==> src/rtl/sprite_rom_arbiter_if.sv <==
// Purpose: request/grant/ROM/response bundle between the sprite requesters and the ROM arbiter.
// Latency: none, wires only.
// Backpressure: none; a requester holds req until it sees its gnt bit.
// Ports: req/req_addr from requesters, rom_q from ROM; gnt, rom_address, rdata, rvalid, busy to them.
interface sprite_rom_arbiter_if #(
   parameter int NUM_REQ = 4,
   parameter int ADDR_W  = 14,
   parameter int DATA_W  = 4
);
   logic [NUM_REQ-1:0]        req;
   logic [NUM_REQ*ADDR_W-1:0] req_addr;
   logic [NUM_REQ-1:0]        gnt;
   logic [ADDR_W-1:0]         rom_address;
   logic [DATA_W-1:0]         rom_q;
   logic [DATA_W-1:0]         rdata;
   logic [NUM_REQ-1:0]        rvalid;
   logic                      busy;

   // Arbiter side.
   modport slave (
      input  req, req_addr, rom_q,
      output gnt, rom_address, rdata, rvalid, busy
   );

   // Requester + ROM side.
   modport master (
      output req, req_addr, rom_q,
      input  gnt, rom_address, rdata, rvalid, busy
   );
endinterface

==> src/rtl/sprite_rom_arbiter.sv <==
// Purpose: round-robin arbiter sharing one clocked sprite ROM port among NUM_REQ requesters.
// Latency: gnt/rom_address combinational in grant cycle N; rdata/rvalid registered in cycle N+2.
// Backpressure: none on responses; losers keep req high and are served as the pointer rotates.
// Ports: vga_clk, reset_n (sync, active-low), bus (slave modport: req, req_addr, rom_q in;
//        gnt, rom_address, rdata, rvalid, busy out).
module sprite_rom_arbiter #(
   parameter int NUM_REQ = 4,
   parameter int ADDR_W  = 14,
   parameter int DATA_W  = 4
) (
   input logic                 vga_clk,
   input logic                 reset_n,
   sprite_rom_arbiter_if.slave bus
);
   localparam int PTR_W = (NUM_REQ > 1) ? $clog2(NUM_REQ) : 1;

   logic [PTR_W-1:0]   ptr_q, ptr_d;
   logic [ADDR_W-1:0]  addr_q, addr_d;
   logic [NUM_REQ-1:0] gnt_d;
   logic [NUM_REQ-1:0] tag1_q;   // grant seen last cycle: ROM is reading its address
   logic [NUM_REQ-1:0] tag2_q;   // owner of rdata this cycle
   logic [DATA_W-1:0]  rdata_q;

   // Round-robin search starting at ptr_q; first asserted request wins.
   always_comb begin : arb_c
      int idx;
      idx    = 0;
      gnt_d  = '0;
      ptr_d  = ptr_q;
      addr_d = addr_q;
      if (reset_n) begin
         for (int i = 0; i < NUM_REQ; i++) begin
            idx = (int'(ptr_q) + i) % NUM_REQ;
            if (gnt_d == '0 && bus.req[idx]) begin
               gnt_d[idx] = 1'b1;
               addr_d     = bus.req_addr[idx*ADDR_W +: ADDR_W];
               ptr_d      = PTR_W'((idx + 1) % NUM_REQ);
            end
         end
      end
   end

   always_ff @(posedge vga_clk) begin
      if (!reset_n) begin
         ptr_q   <= '0;
         addr_q  <= '0;
         tag1_q  <= '0;
         tag2_q  <= '0;
         rdata_q <= '0;
      end else begin
         ptr_q  <= ptr_d;
         addr_q <= addr_d;
         tag1_q <= gnt_d;
         tag2_q <= tag1_q;
         // ROM data for last cycle's grant is valid now; capture it only then so rdata holds otherwise.
         if (|tag1_q) begin
            rdata_q <= bus.rom_q;
         end
      end
   end

   assign bus.gnt         = gnt_d;
   assign bus.rom_address = addr_d;
   assign bus.rdata       = rdata_q;
   // Masked by reset so a response already in the output register is dropped in the reset cycle itself.
   assign bus.rvalid      = reset_n ? tag2_q : '0;
   assign bus.busy        = (|tag1_q) | (|tag2_q);
endmodule

==> src/flat_wrapper.sv <==
// flat-port wrapper written by rule: the top's interface ports become plain ports
module sprite_rom_arbiter_flat 
#(
   parameter int NUM_REQ = 4,
   parameter int ADDR_W  = 14,
   parameter int DATA_W  = 4
)
  (vga_clk, reset_n, bus_req, bus_req_addr, bus_rom_q, bus_gnt, bus_rom_address, bus_rdata, bus_rvalid, bus_busy);
  sprite_rom_arbiter_if #(.NUM_REQ(NUM_REQ), .ADDR_W(ADDR_W), .DATA_W(DATA_W)) bus_i ();
  input logic vga_clk;
  input logic reset_n;
  input wire logic [$bits(bus_i.req)-1:0] bus_req;
  input wire logic [$bits(bus_i.req_addr)-1:0] bus_req_addr;
  input wire logic [$bits(bus_i.rom_q)-1:0] bus_rom_q;
  output wire logic [$bits(bus_i.gnt)-1:0] bus_gnt;
  output wire logic [$bits(bus_i.rom_address)-1:0] bus_rom_address;
  output wire logic [$bits(bus_i.rdata)-1:0] bus_rdata;
  output wire logic [$bits(bus_i.rvalid)-1:0] bus_rvalid;
  output wire logic [$bits(bus_i.busy)-1:0] bus_busy;
  assign bus_i.req = bus_req;
  assign bus_i.req_addr = bus_req_addr;
  assign bus_i.rom_q = bus_rom_q;
  assign bus_gnt = bus_i.gnt;
  assign bus_rom_address = bus_i.rom_address;
  assign bus_rdata = bus_i.rdata;
  assign bus_rvalid = bus_i.rvalid;
  assign bus_busy = bus_i.busy;
  sprite_rom_arbiter #(.NUM_REQ(NUM_REQ), .ADDR_W(ADDR_W), .DATA_W(DATA_W)) u_core (.vga_clk(vga_clk), .reset_n(reset_n), .bus(bus_i));
endmodule
==> config.mk <==
export PLATFORM = sky130hd
export DESIGN_NAME = sprite_rom_arbiter_flat
export DESIGN_NICKNAME = d
export VERILOG_FILES = /design/src/rtl/sprite_rom_arbiter_if.sv /design/src/rtl/sprite_rom_arbiter.sv /design/src/flat_wrapper.sv
export SDC_FILE = /design/constraint.sdc
export NUM_CORES = 1
export LEC_CHECK = 0
export CAP_MARGIN = 30
export CORE_MARGIN = 2
export CORE_UTILIZATION = 59
export CTS_CLUSTER_SIZE = 16
export DETAILED_ROUTE_END_ITERATION = 10
export PLACE_DENSITY = 0.9
export SYNTH_ARGS = -nofsm -noshare
export SYNTH_HDL_FRONTEND = slang
export SYNTH_SLANG_ARGS = --single-unit
==> constraint.sdc <==
create_clock -name vga_clk -period 6.7 [get_ports vga_clk]
set_input_delay 1.34 -clock vga_clk [delete_from_list [all_inputs] [get_ports vga_clk]]
set_output_delay 1.34 -clock vga_clk [all_outputs]
set_load 0.05 [all_outputs]
==> results of run 1 <==
-- metrics by stage --
stage / setup WS [ns] / total power, mW
5_1_grt: 0.442 / 5.69
2_1_floorplan: 0.651 / 3.81
4_1_cts: 0.730 / 5.28
3_3_place_gp: 0.883 / 5.09
3_5_place_dp: 0.757 / 5.13
6_report: 0.670 / 5.46
-- Yosys cell counts, types with 4 or more instances --
master / number / share of area [%]
clkbuf_1: 43 / 2.0
o21ai_0: 24 / 1.5
mux2_2: 25 / 3.5
o31ai_1: 6 / 0.57
nor2b_1: 7 / 0.55
nor3_1: 17 / 1.1
buf_1: 12 / 0.57
nor2_1: 46 / 2.2
inv_1: 8 / 0.38
ha_1: 8 / 1.3
o211ai_1: 15 / 1.4
and2_1: 16 / 1.3
mux4_2: 109 / 31
buf_4: 10 / 0.94
o32a_1: 5 / 0.63
nand4_1: 6 / 0.47
nor4_1: 4 / 0.31
nand3_1: 29 / 1.8
or2_2: 7 / 0.55
a21o_1: 6 / 0.57
o2bb2ai_1: 6 / 0.66
buf_6: 5 / 0.71
a22oi_1: 10 / 0.94
a211oi_1: 9 / 0.85
a222oi_1: 4 / 0.50
dfxtp_1: 28 / 7.0
nand2_1: 88 / 4.1
o221ai_1: 6 / 0.66
a31oi_1: 15 / 1.2
a21oi_1: 31 / 1.9
o22ai_1: 21 / 1.7
and3_1: 7 / 0.55
nand2b_1: 14 / 1.1
buf_2: 32 / 2.0
a22o_1: 4 / 0.44
mux2i_1: 109 / 14
a221oi_1: 5 / 0.55
-- sequential cells by signal, indices dropped and copies added, names as in the netlist --
signal and flops:
u_core.tag1_q 4, u_core.ptr_q 2, u_core.tag2_q 4, u_core.addr_q 14
u_core.bus.rdata 4
-- path summary, 6_finish.rpt --
| kind | startpoint | end | depth (start not counted) |
|---|---|---|---|
| min reg2reg | u_core.tag1_q[1] | u_core.tag2_q[1] | 1 |
| min | u_core.tag1_q[1] | u_core.tag2_q[1] | 1 |
| max | bus_req[2] | bus_rom_address[3] | 9 |
| max reg2reg | u_core.ptr_q[1] | u_core.addr_q[8] | 11 |
-- worst max-delay path, cell delays in order --
cell	delay (ns)
clkdlybuf4s50_1	0.49
mux4_2	0.58
and2_4	0.18
a222oi_1	0.52
and2_1	0.59
nand3_1	0.20
o311a_1	0.20
o31ai_1	0.39
buf_12	0.19
-- routing by layer --
layer,track usage [%],vias up
li1,-,3561
met1,61.0,4074
met2,63.1,896
met3,12.8,141
met4,14.3,0
met5,0,-
-- power by group --
part	leakage (nW)	switching [mW]	internal, mW	total [mW]
registers	0.232	0.0531	0.239	0.292
logic	2.94	2.95	2.09	5.03
clock network	0.0382	0.0541	0.0814	0.136
total	3.21	3.05	2.41	5.46
-- kinds of logic (layout without fill, tap and decap cells) --
family	Yosys count	in the layout	synth area share, %
and+or+nand+nor	259	259	15.9
buffers and inverters	112	132	6.87
DFF	28	28	7.04
other	0	3	0
muxes	243	243	48.1
xor gates and xnor gates	1	1	0.110
AOI/OAI and AO/OA	222	222	20.8
adders and majority gates	8	8	1.26
-- cell type report --
type	count	area (um2)	area share [%]
multi-input cells	733	6870	76.0
repair buffers	119	1270	14.0
flip-flops and latches	28	564	6.24
well taps	176	220	2.43
clock buffers	4	78.8	0.871
inverters	9	33.8	0.373
diodes	3	7.51	0.0830
==> impl_metrics.csv, run 1 <==
group,metric,value,unit
run_status,status,"finished clean",
global_routing,grt_pass1_wl,47700,um
cts,clk-insertion-delay-late,0.26,ns
route,drt_first_pass_iters,6,
timing,period_share,90.0,%
timing,setup_tns,0,ns
cts,cts_setup_buffers,0,
placement,io_buffers,92,
die,die_x,120,um
cts,cts.sinks,28,
timing,final.min_clock_period,6.03,ns
synthesis,ys_seq_area_share,7.04,%
setup_path,cp.required,5.36,ns
cts,cts_made_buffers,3,
die,row_count,42,
finish,final_cell_area,9050,um2
timing,setup_viol,0,
timing,worstMarginPinSlew,0.986,ns
route,met2_length,13400,um
global_routing,grt.total_usage,43.1,%
pwr,peakVddDrop,0.479,mV
setup_path,end_kind,"primary output",
timing,final-hold-violation-count,0,
timing,relSlewSlack,33.7,%
synthesis,netlist_area,7960,um2
route,dr_wl_met3,5320,um
setup_path,setup.worst_path.start_class,"input pin",
global_routing,grt_overflow,0,
setup_path,worst-path-max-fanout,11,
global_routing,antenna_found_initial,3,
placement,dp.cells,1064,
route,drc,0,
placement,gp_congestion,1.03,
setup_path,cp.arrival,4.69,ns
die,core_area,13200,um2
synthesis,synth_area_per_cell,9.12,um2
finish,post-route-util,68.6,%
route,post_drt_wl_per_cell,29.1,um
timing,finClkSkew,0.00137,ns
placement,dp_hpwl,22600,um
flow_run,cap_violations,0,
global_routing,grt_pass1_vias,7797,
synthesis,ys.flop_type,"dfxtp_1",
route,first_iter_violations,1438,
die,die_h,120,um
route,via_per_inst,8.09,
cts,cts_hold_buffers,0,
timing,timing.fmax,166,MHz
finish,final_layout_size_suffix_gt1_share,24.5,%
timing,hold_ws,0.480,ns
route,top_layer_used,"met4",
synthesis,synthCells,873,
setup_path,rrSetupSlack,2.54,ns
timing,rsz0062_at_grt,"false",
hold_path,hold_path.class,"reg -> reg",
cts,cts_max_level,1,
global_routing,grt_max_degree,73,
synthesis,synth-seq-cells,28,
finish,area_growth,13.7,%
synthesis,synthDistinctLibCells,86,
die,ioPinCount,93,
synthesis,synth_edf_count,0,
placement,placed_cell_area,8950,um2
cts,cts_root_buf,"clkbuf_16",
synthesis,syn_nets,947,
cts,post_cts_resize_count,0,
die,die-area,14400,um2
synthesis,synth_warnings,0,
route,vias,8672,
pwr,p_leak,3.21,nW
cts,cts_buffer_depth,2,
route,drtAntennaViolNets,0,
setup_path,criticalPathCategory,"in -> out",
die,initial_utilization,60.3,%
cts,clk_pin_slew_worst_paths,0.06,ns
finish,stdcell_count,1072,
timing,slew_viol_final,0,
route,totalWireLength,31200,um
finish,nFillCells,1019,
finish,nNetsFinal,968,
finish,layout_common_cells,"109 x mux4_2, 109 x mux2i_1, 88 x nand2_1",
route,wl_met1,11200,um
cts,cts_tree,"built",
pwr,power_density,603,nW/um2
synthesis,ys_async_sr_fraction,0,%
Note: power is estimated with default switching activity, not from simulation.
==> run 2, diff against run 1 <==
--- a/config.mk
+++ b/config.mk
@@ -7,10 +7,10 @@
 export LEC_CHECK = 0
 export CAP_MARGIN = 30
 export CORE_MARGIN = 2
-export CORE_UTILIZATION = 59
+export CORE_UTILIZATION = 64
 export CTS_CLUSTER_SIZE = 16
 export DETAILED_ROUTE_END_ITERATION = 10
-export PLACE_DENSITY = 0.9
+export PLACE_DENSITY = 0.95
 export SYNTH_ARGS = -nofsm -noshare
 export SYNTH_HDL_FRONTEND = slang
 export SYNTH_SLANG_ARGS = --single-unit
==> constraint.sdc (replaced) <==
create_clock -name vga_clk -period 7.2 [get_ports vga_clk]
set_input_delay 1.44 -clock vga_clk [delete_from_list [all_inputs] [get_ports vga_clk]]
set_output_delay 1.44 -clock vga_clk [all_outputs]
set_load 0.05 [all_outputs]
==> run 2 against run 1 <==
Die area decreased by 7.6%. Total power decreased by 6.2%. Register-to-register slack improved by 0.40 ns. Design area decreased by 0.21%. Sequential share of layout area about the same. Clock skew increased by 0.0013 ns. Worst setup slack improved by 0.35 ns. Combinational power decreased by 6.6%. First-iteration DRC count increased by 28%. Via count increased by 1.6%.
==> impl_metrics.csv, run 2 (synthesis gave the netlist of run 1 again) <==
group,metric,value,unit
run_status,status,"finished clean",
placement,dp_hpwl,22700,um
global_routing,grt.total_usage,47.6,%
timing,timing.fmax,162,MHz
finish,nFillCells,874,
pwr,fin_total_pwr,5.12,mW
cts,cts_buffer_depth,2,
global_routing,antenna_found_initial,1,
cts,post_cts_resize_count,0,
setup_path,setup.worst_path.start_class,"input pin",
finish,top_register,"u_core.addr_q",
cts,cts_tree,"built",
setup_path,worst-path-max-fanout,15,
timing,setup_viol,0,
setup_path,worst-path-stages,9,
cts,cts_root_buf,"clkbuf_16",
global_routing,grt_overflow,0,
finish,final_layout_size_suffix_gt1_share,24.6,%
die,die_x,116,um
finish,area_growth,13.4,%
finish,post-route-util,74.9,%
pwr,power_density,567,nW/um2
setup_path,cp_slowest_stage_delay,0.59,ns
timing,final.min_clock_period,6.18,ns
cts,cts_setup_buffers,0,
route,first_iter_violations,1846,
setup_path,worst-path-buf-inv,2,
die,core_area,12100,um2
setup_path,cpLargestDelayFamily,"compound AO/OA/AOI/OAI gates",
route,wl_met1,10600,um
pwr,peakVddDrop,0.491,mV
timing,rsz0062_at_grt,"false",
setup_path,reg2regPathDepth,9,
finish,largest_reg_flops,14,
die,ioPinCount,93,
route,top_layer_used,"met5",
die,die_h,116,um
timing,final-hold-violation-count,0,
cts,cts_max_level,1,
pwr,p_leak,3.21,nW
cts,cts_made_buffers,3,
timing,relSlewSlack,30.8,%
global_routing,grt_pass1_vias,8218,
route,totalWireLength,31400,um
setup_path,cp.required,5.76,ns
placement,pre_cts_ws,1.08,ns
route,met2_length,13200,um
finish,diodes,0,
route,via_per_inst,8.31,
flow_run,cap_violations,0,
timing,slew_viol_final,0,
setup_path,crit_slowest_cell,"mux4_2",
global_routing,grt_max_degree,64,
timing,fin_ws,1.02,ns
cts,clk_pin_slew_worst_paths,0.07,ns
setup_path,rrSetupSlack,2.94,ns
global_routing,grt_pass1_wl,48300,um
setup_path,crit_path_start,"bus_req[2]",
route,drtAntennaViolNets,0,
route,post_drt_wl_per_cell,29.6,um
setup_path,path_cells,"clkdlybuf4s50_1, mux4_2, and2_4, a222oi_1, and3_1, nand2_2, o311a_1, o31ai_1, buf_12",
setup_path,r2r-start,"u_core.ptr_q[0]",
cts,clk-insertion-delay-late,0.27,ns
timing,setup_tns,0,ns
finish,layout_common_cells,"109 x mux4_2, 109 x mux2i_1, 88 x nand2_1",
timing,period_share,85.8,%
setup_path,criticalPathCategory,"in -> out",
setup_path,end_kind,"primary output",
timing,finClkSkew,0.00264,ns
die,die-area,13300,um2
finish,nNetsFinal,967,
route,vias,8811,
hold_path,hold_path.class,"reg -> reg",
setup_path,crit_end,"bus_rom_address[3]",
placement,gp_congestion,1.04,
finish,stdcell_count,1060,
route,drc,0,
die,initial_utilization,66.0,%
placement,dp.cells,1056,
timing,worstMarginPinSlew,1.04,ns
route,dr_wl_met3,5500,um
setup_path,cp.arrival,4.74,ns
cts,cts_hold_buffers,0,
die,row_count,40,
setup_path,r2r-end,"u_core.addr_q[9]",
cts,cts.sinks,28,
placement,io_buffers,92,
route,drt_first_pass_iters,6,
run 2: layout make-up:
class	count	area [um2]	area share (%)
inverters	9	33.8	0.374
clock buffers	3	75.1	0.831
repair buffers	118	1240	13.8
flip-flops and latches	28	564	6.25
well taps	168	210	2.33
clock inverters	1	30.0	0.333
multi-input cells	733	6870	76.1
run 2: per-stage QoR:
stage	instance area (um2)	hold WS (ns)
floorplan	7960	0.435
detailed placement	8920	0.459
CTS	9030	0.481
global placement	8920	0.444
global route	9030	0.492
finish	9030	0.481
run 2: power by group:
group          switching (mW)  leakage, nW  internal (mW)
logic                    2.76         2.93           1.93
clock network          0.0557       0.0511          0.111
registers              0.0400        0.232          0.222
total                    2.86         3.21           2.27
run 2: worst min path at each step:
stage | startpoint | endpoint | slack, ns | cells after the start
floorplan | u_core.tag1_q[1] | u_core.tag2_q[1] | 0.44 | 1
global placement | u_core.tag1_q[2] | u_core.tag2_q[2] | 0.44 | 1
detailed placement | u_core.tag1_q[0] | u_core.tag2_q[0] | 0.46 | 1
CTS | u_core.tag1_q[3] | u_core.tag2_q[3] | 0.48 | 1
global route | u_core.tag1_q[3] | u_core.tag2_q[3] | 0.49 | 1
finish | u_core.tag1_q[3] | u_core.tag2_q[3] | 0.48 | 1
run 2: layer usage:
layer	track usage, %	vias up
li1	-	3561
met1	62.6	4110
met2	71.6	915
met3	16.8	223
met4	20.1	2
met5	0	-
run 2: worst register-to-register path: stages (launching register included):
cell and delay (ns):
dfxtp_4 0.35, inv_2 0.41, ha_1 0.66, or2_2 0.88, mux4_2 0.63, mux2i_1 0.34
nand2_1 0.10, a311oi_1 0.46, nor3_1 0.13, o21a_1 0.20
